[src/rtl/dds_quarter_addr_gen_pkg.sv]
// Shared encodings for the DDS quarter-wave address generator.
//   dir_e   : LUT walk direction (memdir)
//   pol_e   : output sign (data_pol)
//   state_e : sequencer state
package dds_quarter_addr_gen_pkg;

   typedef enum logic {FORWARD = 1'b0, BACKWARD = 1'b1} dir_e;
   typedef enum logic {POL_POS = 1'b0, POL_NEG  = 1'b1} pol_e;
   typedef enum logic {RUN     = 1'b0, WAIT_DIR = 1'b1} state_e;

   // Width of a down-counter that must hold values 0..n-1 (at least 1 bit).
   function automatic int unsigned cnt_w(input int unsigned n);
      return (n > 1) ? $clog2(n) : 1;
   endfunction

endpackage

[src/rtl/dds_quarter_addr_gen_if.sv]
// Quarter-wave LUT read bus.
//   lut_addr : registered read address (sequencer -> LUT)
//   lut_data : unsigned magnitude, valid LUT_LAT cycles after lut_addr (LUT -> sequencer)
interface dds_quarter_addr_gen_if #(
   parameter int ADDR_W = 8,
   parameter int DATA_W = 12
);
   logic [ADDR_W-1:0] lut_addr;
   logic [DATA_W-1:0] lut_data;

   modport master (output lut_addr, input  lut_data);
   modport slave  (input  lut_addr, output lut_data);
endinterface

[src/rtl/dds_quarter_addr_gen_sign_pipe.sv]
// Sign stage: delays data_pol/enable to line up with the LUT read result,
// then registers the signed sample.
//   src_clk, rst      : clock, synchronous active-high reset
//   pol_in, en_in     : captured on the same edge as lut_addr
//   lut_data          : LUT magnitude
//   sample            : signed two's-complement sample (DATA_W+1 bits)
//   sample_valid      : sample qualifier
module dds_quarter_addr_gen_sign_pipe
   import dds_quarter_addr_gen_pkg::*;
#(
   parameter int DATA_W  = 12,
   parameter int LUT_LAT = 1
) (
   input  logic              src_clk,
   input  logic              rst,
   input  logic              pol_in,
   input  logic              en_in,
   input  logic [DATA_W-1:0] lut_data,
   output logic [DATA_W:0]   sample,
   output logic              sample_valid
);

   // Stage 0 sits beside lut_addr; stage LUT_LAT lines up with lut_data.
   logic [LUT_LAT:0] pol_q, pol_d;
   logic [LUT_LAT:0] en_q,  en_d;
   logic [DATA_W:0]  sample_q, sample_d;
   logic             valid_q, valid_d;

   always_comb begin
      pol_d    = {pol_q[LUT_LAT-1:0], pol_in};
      en_d     = {en_q[LUT_LAT-1:0], en_in};
      // Negating {0,0} yields 0, so there is no negative zero.
      sample_d = (pol_e'(pol_q[LUT_LAT]) == POL_NEG) ? -{1'b0, lut_data}
                                                     :  {1'b0, lut_data};
      valid_d  = en_q[LUT_LAT];
   end

   always_ff @(posedge src_clk) begin
      if (rst) begin
         pol_q    <= '0;
         en_q     <= '0;
         sample_q <= '0;
         valid_q  <= 1'b0;
      end else begin
         pol_q    <= pol_d;
         en_q     <= en_d;
         sample_q <= sample_d;
         valid_q  <= valid_d;
      end
   end

   assign sample       = sample_q;
   assign sample_valid = valid_q;

endmodule

[src/rtl/dds_quarter_addr_gen.sv]
// Quarter-wave LUT address sequencer and sign stage for the DDS sine path.
// Accumulates tune_word, walks the LUT forward/backward per memdir, pulses
// trigger on every quarter wrap and signs the LUT magnitude per data_pol.
//   src_clk, rst  : clock, synchronous active-high reset
//   enable        : advance phase; 0 freezes acc/state/timer/lut_addr
//   tune_word     : phase increment per enabled cycle
//   memdir        : 0 FORWARD, 1 BACKWARD
//   data_pol      : 0 POL_POS, 1 POL_NEG
//   trigger       : 1-cycle pulse, coincident with the wrapped lut_addr
//   sample(_valid): signed output sample and qualifier
//   dir_err       : sticky, memdir timeout or carry while waiting
//   lut_bus       : LUT read bus (master side)
// Build option: DDS_ADDR_ROUND_EN rounds the address on the top fraction bit,
// saturating at the last LUT entry instead of wrapping.
//
// state    | meaning
// RUN      | lut_addr follows the accumulator every enabled cycle
// WAIT_DIR | quarter wrapped; lut_addr held until memdir flips or timer expires
module dds_quarter_addr_gen
   import dds_quarter_addr_gen_pkg::*;
#(
   parameter int ADDR_W      = 8,
   parameter int FRAC_W      = 8,
   parameter int DATA_W      = 12,
   parameter int LUT_LAT     = 1,
   parameter int DIR_TIMEOUT = 4
) (
   input  logic                     src_clk,
   input  logic                     rst,
   input  logic                     enable,
   input  logic [ADDR_W+FRAC_W-1:0] tune_word,
   input  logic                     memdir,
   input  logic                     data_pol,
   output logic                     trigger,
   output logic [DATA_W:0]          sample,
   output logic                     sample_valid,
   output logic                     dir_err,
   dds_quarter_addr_gen_if.master   lut_bus
);

   localparam int PH_W  = ADDR_W + FRAC_W;
   localparam int TMR_W = int'(cnt_w(DIR_TIMEOUT));

   logic [PH_W-1:0]   acc_q, acc_d;
   state_e            state_q, state_d;
   logic [TMR_W-1:0]  timer_q, timer_d;
   logic [ADDR_W-1:0] addr_q, addr_d;
   logic              dir_q, dir_d;
   logic              trig_q, trig_d;
   logic              err_q, err_d;

   logic [PH_W:0]     sum;
   logic              carry;
   logic [PH_W-1:0]   acc_nxt;
   logic [ADDR_W-1:0] addr_src;
   logic [ADDR_W-1:0] addr_new;
`ifdef DDS_ADDR_ROUND_EN
   logic [ADDR_W:0]   addr_rnd;
`endif

   always_comb begin
      sum     = {1'b0, acc_q} + {1'b0, tune_word};
      carry   = sum[PH_W];
      acc_nxt = sum[PH_W-1:0];
`ifdef DDS_ADDR_ROUND_EN
      addr_rnd = {1'b0, acc_nxt[PH_W-1:FRAC_W]} + (ADDR_W+1)'(acc_nxt[FRAC_W-1]);
      // Rounding past the last entry saturates; the wrap belongs to the carry.
      addr_src = addr_rnd[ADDR_W] ? '1 : addr_rnd[ADDR_W-1:0];
`else
      addr_src = acc_nxt[PH_W-1:FRAC_W];
`endif
      addr_new = (memdir == BACKWARD) ? ~addr_src : addr_src;
   end

   always_comb begin
      acc_d   = acc_q;
      state_d = state_q;
      timer_d = timer_q;
      addr_d  = addr_q;
      dir_d   = dir_q;
      trig_d  = 1'b0;
      err_d   = err_q;
      if (enable) begin
         acc_d = acc_nxt;
         case (state_q)
            RUN: begin
               addr_d = addr_new;
               if (carry) begin
                  trig_d  = 1'b1;
                  dir_d   = memdir;
                  state_d = WAIT_DIR;
                  timer_d = TMR_W'(DIR_TIMEOUT - 1);
               end
            end
            WAIT_DIR: begin
               // Direction change beats a coincident carry, which still flags.
               if (memdir != dir_q) begin
                  state_d = RUN;
                  addr_d  = addr_new;
                  if (carry) err_d = 1'b1;
               end else if (carry) begin
                  err_d = 1'b1;
               end else if (timer_q == '0) begin
                  state_d = RUN;
                  err_d   = 1'b1;
               end else begin
                  timer_d = timer_q - 1'b1;
               end
            end
            default: state_d = RUN;
         endcase
      end
   end

   always_ff @(posedge src_clk) begin
      if (rst) begin
         acc_q   <= '0;
         state_q <= RUN;
         timer_q <= '0;
         addr_q  <= '0;
         dir_q   <= FORWARD;
         trig_q  <= 1'b0;
         err_q   <= 1'b0;
      end else begin
         acc_q   <= acc_d;
         state_q <= state_d;
         timer_q <= timer_d;
         addr_q  <= addr_d;
         dir_q   <= dir_d;
         trig_q  <= trig_d;
         err_q   <= err_d;
      end
   end

   assign lut_bus.lut_addr = addr_q;
   assign trigger          = trig_q;
   assign dir_err          = err_q;

   dds_quarter_addr_gen_sign_pipe #(
      .DATA_W  (DATA_W),
      .LUT_LAT (LUT_LAT)
   ) u_sign_pipe (
      .src_clk      (src_clk),
      .rst          (rst),
      .pol_in       (data_pol),
      .en_in        (enable),
      .lut_data     (lut_bus.lut_data),
      .sample       (sample),
      .sample_valid (sample_valid)
   );

endmodule

[src/flat_wrapper.sv]
// flat-port wrapper written by rule: the top's interface ports become plain ports
module dds_quarter_addr_gen_flat import dds_quarter_addr_gen_pkg::*;
#(
   parameter int ADDR_W      = 8,
   parameter int FRAC_W      = 8,
   parameter int DATA_W      = 12,
   parameter int LUT_LAT     = 1,
   parameter int DIR_TIMEOUT = 4
)
  (src_clk, rst, enable, tune_word, memdir, data_pol, trigger, sample, sample_valid, dir_err, lut_bus_lut_addr, lut_bus_lut_data);
  dds_quarter_addr_gen_if #(.ADDR_W(ADDR_W), .DATA_W(DATA_W)) lut_bus_i ();
  input  logic src_clk;
  input  logic rst;
  input  logic enable;
  input  logic [ADDR_W+FRAC_W-1:0] tune_word;
  input  logic memdir;
  input  logic data_pol;
  output logic trigger;
  output logic [DATA_W:0] sample;
  output logic sample_valid;
  output logic dir_err;
  output wire logic [$bits(lut_bus_i.lut_addr)-1:0] lut_bus_lut_addr;
  input wire logic [$bits(lut_bus_i.lut_data)-1:0] lut_bus_lut_data;
  assign lut_bus_lut_addr = lut_bus_i.lut_addr;
  assign lut_bus_i.lut_data = lut_bus_lut_data;
  dds_quarter_addr_gen #(.ADDR_W(ADDR_W), .FRAC_W(FRAC_W), .DATA_W(DATA_W), .LUT_LAT(LUT_LAT), .DIR_TIMEOUT(DIR_TIMEOUT)) u_core (.src_clk(src_clk), .rst(rst), .enable(enable), .tune_word(tune_word), .memdir(memdir), .data_pol(data_pol), .trigger(trigger), .sample(sample), .sample_valid(sample_valid), .dir_err(dir_err), .lut_bus(lut_bus_i));
endmodule
[config.mk]
export PLATFORM = sky130hd
export DESIGN_NAME = dds_quarter_addr_gen_flat
export DESIGN_NICKNAME = d
export VERILOG_FILES = /design/src/rtl/dds_quarter_addr_gen_pkg.sv /design/src/rtl/dds_quarter_addr_gen_if.sv /design/src/rtl/dds_quarter_addr_gen_sign_pipe.sv /design/src/rtl/dds_quarter_addr_gen.sv /design/src/flat_wrapper.sv
export SDC_FILE = /design/constraint.sdc
export NUM_CORES = 1
export LEC_CHECK = 0
export ABC_AREA = 1
export BUFFER_PORTS_ARGS = -buffer_cell sky130_fd_sc_hd__buf_2
export CORE_ASPECT_RATIO = 1.1
export CORE_MARGIN = 4
export CORE_UTILIZATION = 51
export DETAILED_ROUTE_END_ITERATION = 10
export PLACE_DENSITY_LB_ADDON = 0.05
export SYNTH_ARGS = -nofsm -noshare
export SYNTH_HDL_FRONTEND = slang
export SYNTH_HIERARCHICAL = 1
export SYNTH_SLANG_ARGS = --single-unit
[constraint.sdc]
create_clock -name src_clk -period 1.69 [get_ports src_clk]
set_input_delay 0.338 -clock src_clk [delete_from_list [all_inputs] [get_ports src_clk]]
set_output_delay 0.338 -clock src_clk [all_outputs]
set_load 0.05 [all_outputs]
# After elaboration in Yosys (flattened, before gate mapping)
# Index checks and enable logic that the tools add are counted.
dict set report totals {
  out_inout_bits 24
  in_bits 33
  reg_bits 48
  word_cells 52
}
dict set report classes {
  addsub 3
  bitwise 4
  n_eq_ne 7
  reduce_logical 8
  n_mux 18
}
# operator n
set op_table {}
lappend op_table {{$add 16x16->17} 1}
lappend op_table {{$mux 8} 2}
lappend op_table {{$pmux 8 s2} 1}
lappend op_table {{$neg 12->13} 1}
lappend op_table {{$mux 12} 1}
lappend op_table {{$mux 1} 8}
lappend op_table {{$mux 2} 4}
lappend op_table {{$ne 2x2->1 const B} 4}
lappend op_table {{$not 8->8} 1}
lappend op_table {{$reduce_and 5->1} 1}
lappend op_table {{$ne 2x1->1 const B} 2}
lappend op_table {{$pmux 2 s2} 1}
lappend op_table {{$reduce_and 4->1} 1}
lappend op_table {{$not 1->1} 3}
lappend op_table {{$reduce_and 3->1} 1}
lappend op_table {{$reduce_or 3->1} 1}
lappend op_table {{$logic_not 2->1} 1}
lappend op_table {{$pmux 1 s2} 1}
lappend op_table {{$reduce_and 2->1} 1}
lappend op_table {{$reduce_bool 2->1} 1}
lappend op_table {{$reduce_or 2->1} 1}
lappend op_table {{$sub 2x1->2 const B} 1}
lappend op_table {{$ne 1x1->1} 1}

# Logic depth before layout (Yosys ltp)
dict set report logic_depth {
  depth_word 5
  ltp_mapped 14
}

# Hierarchy
# Netlist, hierarchy kept.
# module instances cells_per_inst area_each_um2
set modules_own_cells {}
lappend modules_own_cells {dds_quarter_addr_gen 1 389 2338.5}
lappend modules_own_cells {dds_quarter_addr_gen_sign_pipe 1 107 755.7}

# Worst setup path before layout
# OpenSTA, ideal clock, no wires.
dict set report synth_timing {
  path_type {input port to flip-flop}
  startpoint {in tune_word[0]}
  endpoint {reg u_core.state_q}
  n_path_buf 0
  path_stages 13
  t_arrival_ns 1.702
  setup_slack_ns -0.142
  t_required_ns 1.559
  cell_sequence {ha_1 > fa_1 > nand2_1 > nand2_1 > and2_4 > nand2_2 > nand2_2 > nand2_4 > nand2_4 > nand2_4 > nand2_1 > nand2_1 > a21oi_2}
}
dict set report synth_via {
  elab_chain_len 4
  elab_cells_between_ends 5
  classes_between {add/sub (1); mux (4)}
}
# element line_no
set synth_lines {}
lappend synth_lines {{from (decl)} flat_wrapper.sv:15} ;# input logic [ADDR_W+FRAC_W-1:0] tune_word;
lappend synth_lines {{$add 16x16->17 *} dds_quarter_addr_gen.sv:62} ;# sum = {1'b0, acc_q} + {1'b0, tune_word};
lappend synth_lines {{$mux 1} dds_quarter_addr_gen.sv:101} ;# end else if (carry) begin
lappend synth_lines {{$mux 1} dds_quarter_addr_gen.sv:97} ;# if (memdir != dir_q) begin
lappend synth_lines {{$pmux 1 s2 *} dds_quarter_addr_gen.sv:85} ;# case (state_q)
lappend synth_lines {{to (signal assigned)} dds_quarter_addr_gen.sv:126} ;# state_q <= state_d;
lappend synth_lines {{to (decl)} dds_quarter_addr_gen.sv:45} ;# state_e state_q, state_d;
# Every way passes the cells marked *; elsewhere a longest branch is shown, timed or not.
# A chain may end at the register's enable or synchronous reset.

# Final worst setup path
dict set report layout_timing {
  startpoint {reg u_core.acc_q[0]}
  endpoint {reg u_core.timer_q[1]}
}
dict set report layout_via {
  elab_chain_len 3
  elab_cells_between_ends 4
  classes_between {add/sub (1); eq/ne (2); reduce/logical (1)}
}
# element line_no
set layout_lines {}
lappend layout_lines {{from (decl)} dds_quarter_addr_gen.sv:44} ;# logic [PH_W-1:0] acc_q, acc_d;
lappend layout_lines {{from (signal assigned)} dds_quarter_addr_gen.sv:117} ;# acc_q <= '0;
lappend layout_lines {{from (signal assigned)} dds_quarter_addr_gen.sv:125} ;# acc_q <= acc_d;
lappend layout_lines {{$add 16x16->17 *} dds_quarter_addr_gen.sv:62}
lappend layout_lines {{$ne 2x2->1 (no source line) or $ne 2x1->1 (tied branches)} n/a}
lappend layout_lines {{$reduce_and 5->1 (no source line) *} n/a}
lappend layout_lines {{to (signal assigned)} dds_quarter_addr_gen.sv:127} ;# timer_q <= timer_d;
lappend layout_lines {{to (decl)} dds_quarter_addr_gen.sv:46} ;# logic [TMR_W-1:0] timer_q, timer_d;
# Marks and branches as above.

==> impl_results.md <==
- RR Startpoint: u_core/acc_q[0]
- WP depth: 13
- Ports: 57
- Slew Viols, Final: 0
- Layout Skew: between 0.01 and 0.015 ns
- Post-synth top area share: between 30% and 40%
- WP data required: between 1.5 and 2 ns
- Crit share post-route: 105%
- Most frequent cells in the layout: nand2_1 (101), inv_1 (83), nor2_1 (83)
- Placed instance area: approximately 3700 µm²
- Gpl congestion: 0.959
- RSZ-0062 raised after global routing: yes
- Synth area leaders: dfxtp_1 (31%), nand2_1 (16%), inv_1 (11%), nor2_1 (10%), ha_1 (7.3%)
- Area grow syn2layout: 33.6%
- Grt total ovfl: 0
- CP delay by family, top: simple AND/OR/NAND/NOR gates
- Root Buffer: clkbuf_8
- Most common cell after layout, fill and taps aside: nand2_1
- Sequential area share after synthesis: 31.1%
- #FFs+latches synth: 48
- Worst hold slack: around 0.23 ns
- N_diodes: 0
- CP Class: reg -> reg
- Endpoint class of the critical path: flop
- Slowest cell on the critical path: dfxtp_2
- Met3 global-route usage: 3.99%
- Routing usage on met2: roughly two fifths
- YS warnings: 6
- Yosys cell types: 32
- H-tree depth: 2
- Top Usage Layer GRT: met2
- First-pass GRT wire length: approximately 12000 µm
- Worst skew pair latency: a little over 0.3 ns
- Die area: between 7000 and 8000 µm²
- Hold Crit Class: in -> reg
- Post-route setup slack: -0.0847 ns
- Critical Path AT: just under 2 ns
- Min Tclk post-route: roughly 1.8 ns
- IO Port Bufs: 56
- Syn avg cell area: 6.24 µm²
- Initial core utilization: between 50% and 60%
- Finished Layout Cells: ~660
- Clk pin slew, worst setup/hold paths: 0.08 ns
- Max Fclk: ~560 MHz
- Vias in the first global route: 2915
- Flop-to-flop setup slack: -0.08 ns
- Nets: around 630
- Antenna-violating nets left: 0
- Finished Cell Area: between 4000 and 5000 µm²
- Max_slew headroom: 76.2%
- Vias/cell: a little under 5
- Design Power: 0.00356 W
- Worst-path fanout max: 7
- Drt wl/cell: about 12 µm
- DR pass1 iterations: 4
- Maximum vdd drop: between 0.5 and 0.6 mV
- Most frequent CP cell: nand2_4
- Synth area leader: dfxtp_1
- GRT Total Usage: 21.3%
- # setup viols final: 10
- Synthesized instance count: about 500
- CP Buf/Inv Count: 0
- Failing checks: setup timing
- Pwr dens: between 800 and 900 nW/µm²
- Mapped Area: around 3100 µm²
- HPWL Detailed: 5560 µm
- Via count: between 3000 and 4000
- Clk sinks: 48
- Iteration-0 DRC count of the detailed router: 127
- First element of the critical path: u_core/acc_q[0]
- Chip Height: 89.7 µm
- End of the critical path: u_core/timer_q[1]
- Worst r2r path cells: 13
- CP peak stage delay: 0.34 ns
- Largest net degree at the start of global routing: 18
- FP Rows: 29
- Post-Route WL: about 8000 µm
- Initial antenna violation count: 0
- Core ar.: 5840 µm²
- Worst Hold Path Cells: 3
- Drt drc: 0
- Worst R2R End: u_core/timer_q[1]
- Max clock buf depth: 2
- M1 GR Usage: between 20 and 30%
- Fillers: 491
- Cells after DPL: approximately 650
- Syn nets: roughly 550
- CTS Buf Count: 5
- Die W: between 80 and 90 µm
- TritonCTS clock tree: done
- Fin. Hold Viols: 0
- Share of layout cells above drive strength 1: 33.2%
- Max-Cap Viols: 0
- Leakage power: approximately 2.3 nW
- CP cell instances: ha_4 -> fa_2 -> nand2_1 -> nand2_1 -> and2_4 -> nand2_4 -> nand2_4 -> nand2_4 -> nand2_4 -> nand2_4 -> nand3_1 -> nand2_1 -> nor2_1
- Worst-margin pin slew: 0.357 ns
- Run status: finished, violations left
- Crit start category: flop
power by group:
part	internal, W	switching (W)	leakage, nW
Combinational	0.000567	0.000849	1.83
Clock	0.000440	0.000404	0.0552
Sequential	0.00123	0.0000627	0.401
Total	0.00224	0.00132	2.28
worst min-delay path by stage:
stage,slack [ns],end,startpoint
final,0.23,u_core/u_sign_pipe/pol_q[0],data_pol
after global placement,0.39,u_core/u_sign_pipe/sample_valid,u_core/u_sign_pipe/en_q[1]
after global routing,0.25,u_core/u_sign_pipe/pol_q[0],data_pol
after detailed placement,0.40,u_core/u_sign_pipe/pol_q[1],u_core/u_sign_pipe/pol_q[0]
after floorplan,0.39,u_core/u_sign_pipe/en_q[1],u_core/u_sign_pipe/en_q[0]
after CTS,0.22,u_core/u_sign_pipe/pol_q[0],data_pol
synthesized netlist by cell type:
cell type and n:
nand2_1 131, inv_1 87, nor2_1 84, dfxtp_1 48, nand3_1 36, o21ai_0 20, ha_1 18, a21oi_1 17
xor2_1 6, clkbuf_1 5, nand2_2 5, buf_2 3, inv_2 3, nand2_4 3, nor2_2 3, nor3_1 3
o211ai_1 3, xnor2_1 3, a21oi_2 2, and2_4 2, nand3b_1 2, or2_1 2, a211oi_1 1, buf_1 1
buf_4 1, buf_6 1, fa_1 1, nand4_1 1, nand4_2 1, nor3_4 1, o21a_1 1, o21ai_2 1
worst min-delay path, delay by kind of cell:
| kind | cells | cell delay [ns] |
|---|---|---|
| buf+inv | 2 | 0.13 |
| simple gates | 1 | 0.03 |
per-stage QoR:
stage	util (%)	TNS [ns]	setup slack [ns]
2_1_floorplan	-	-0.231	-0.0685
3_3_place_gp	62.6	-4.02	-0.227
3_5_place_dp	62.6	-4.70	-0.263
4_1_cts	66.1	-0.445	-0.0661
5_1_grt	70.8	-2.19	-0.199
6_report	70.8	-0.419	-0.0847
sequential cells by signal (all words and copies together) (netlist names):
name / flops
u_core/u_sign_pipe/sample: 13
u_core/state_q: 1
u_core/u_sign_pipe/pol_q: 2
u_core/dir_q: 1
u_core/trigger: 1
u_core/u_sign_pipe/en_q: 2
u_core/acc_q: 16
u_core/timer_q: 2
u_core/dir_err: 1
u_core/u_sign_pipe/sample_valid: 1
u_core/lut_bus.lut_addr: 8
final cells by class:
cell class | instances | area (µm²) | area share [%]
multi-input combinational | 347 | 2110 | 50.9
sequential | 48 | 973 | 23.5
timing repair buffer | 85 | 514 | 12.4
inverter | 90 | 338 | 8.17
tap | 77 | 96.3 | 2.33
clock buffer | 6 | 72.6 | 1.75
clock inverter | 2 | 35.0 | 0.847
per-layer routing:
| metal | part of all wire [%] | vias to the layer above |
|---|---|---|
| li1 | - | 1672 |
| met1 | 43 | 1479 |
| met2 | 50 | 71 |
| met3 | 5.2 | 13 |
| met4 | 1.9 | 0 |
| met5 | 0 | - |
cell families (layout without fill, tap and decap cells):
kind of cell / count (synthesis) / count (layout) / synth area share, %
simple gates: 274 / 274 / 37.7
compound gates: 45 / 45 / 8.05
flops: 48 / 48 / 31.1
xor+xnor: 9 / 9 / 2.55
buf+inv: 101 / 183 / 12.7
fa+ha+maj: 19 / 19 / 7.93
timing repair:
| item | CTS | global route |
|---|---|---|
| pin swaps | 3 | 16 |
| resized for setup | 18 | 73 |
| hold buffers | 0 | 0 |
| cloned | 0 | 0 |
| endpoints found under the setup margin | 20 | 26 |
| setup buffers | 1 | 0 |
Power figures use the tool's default switching activity.
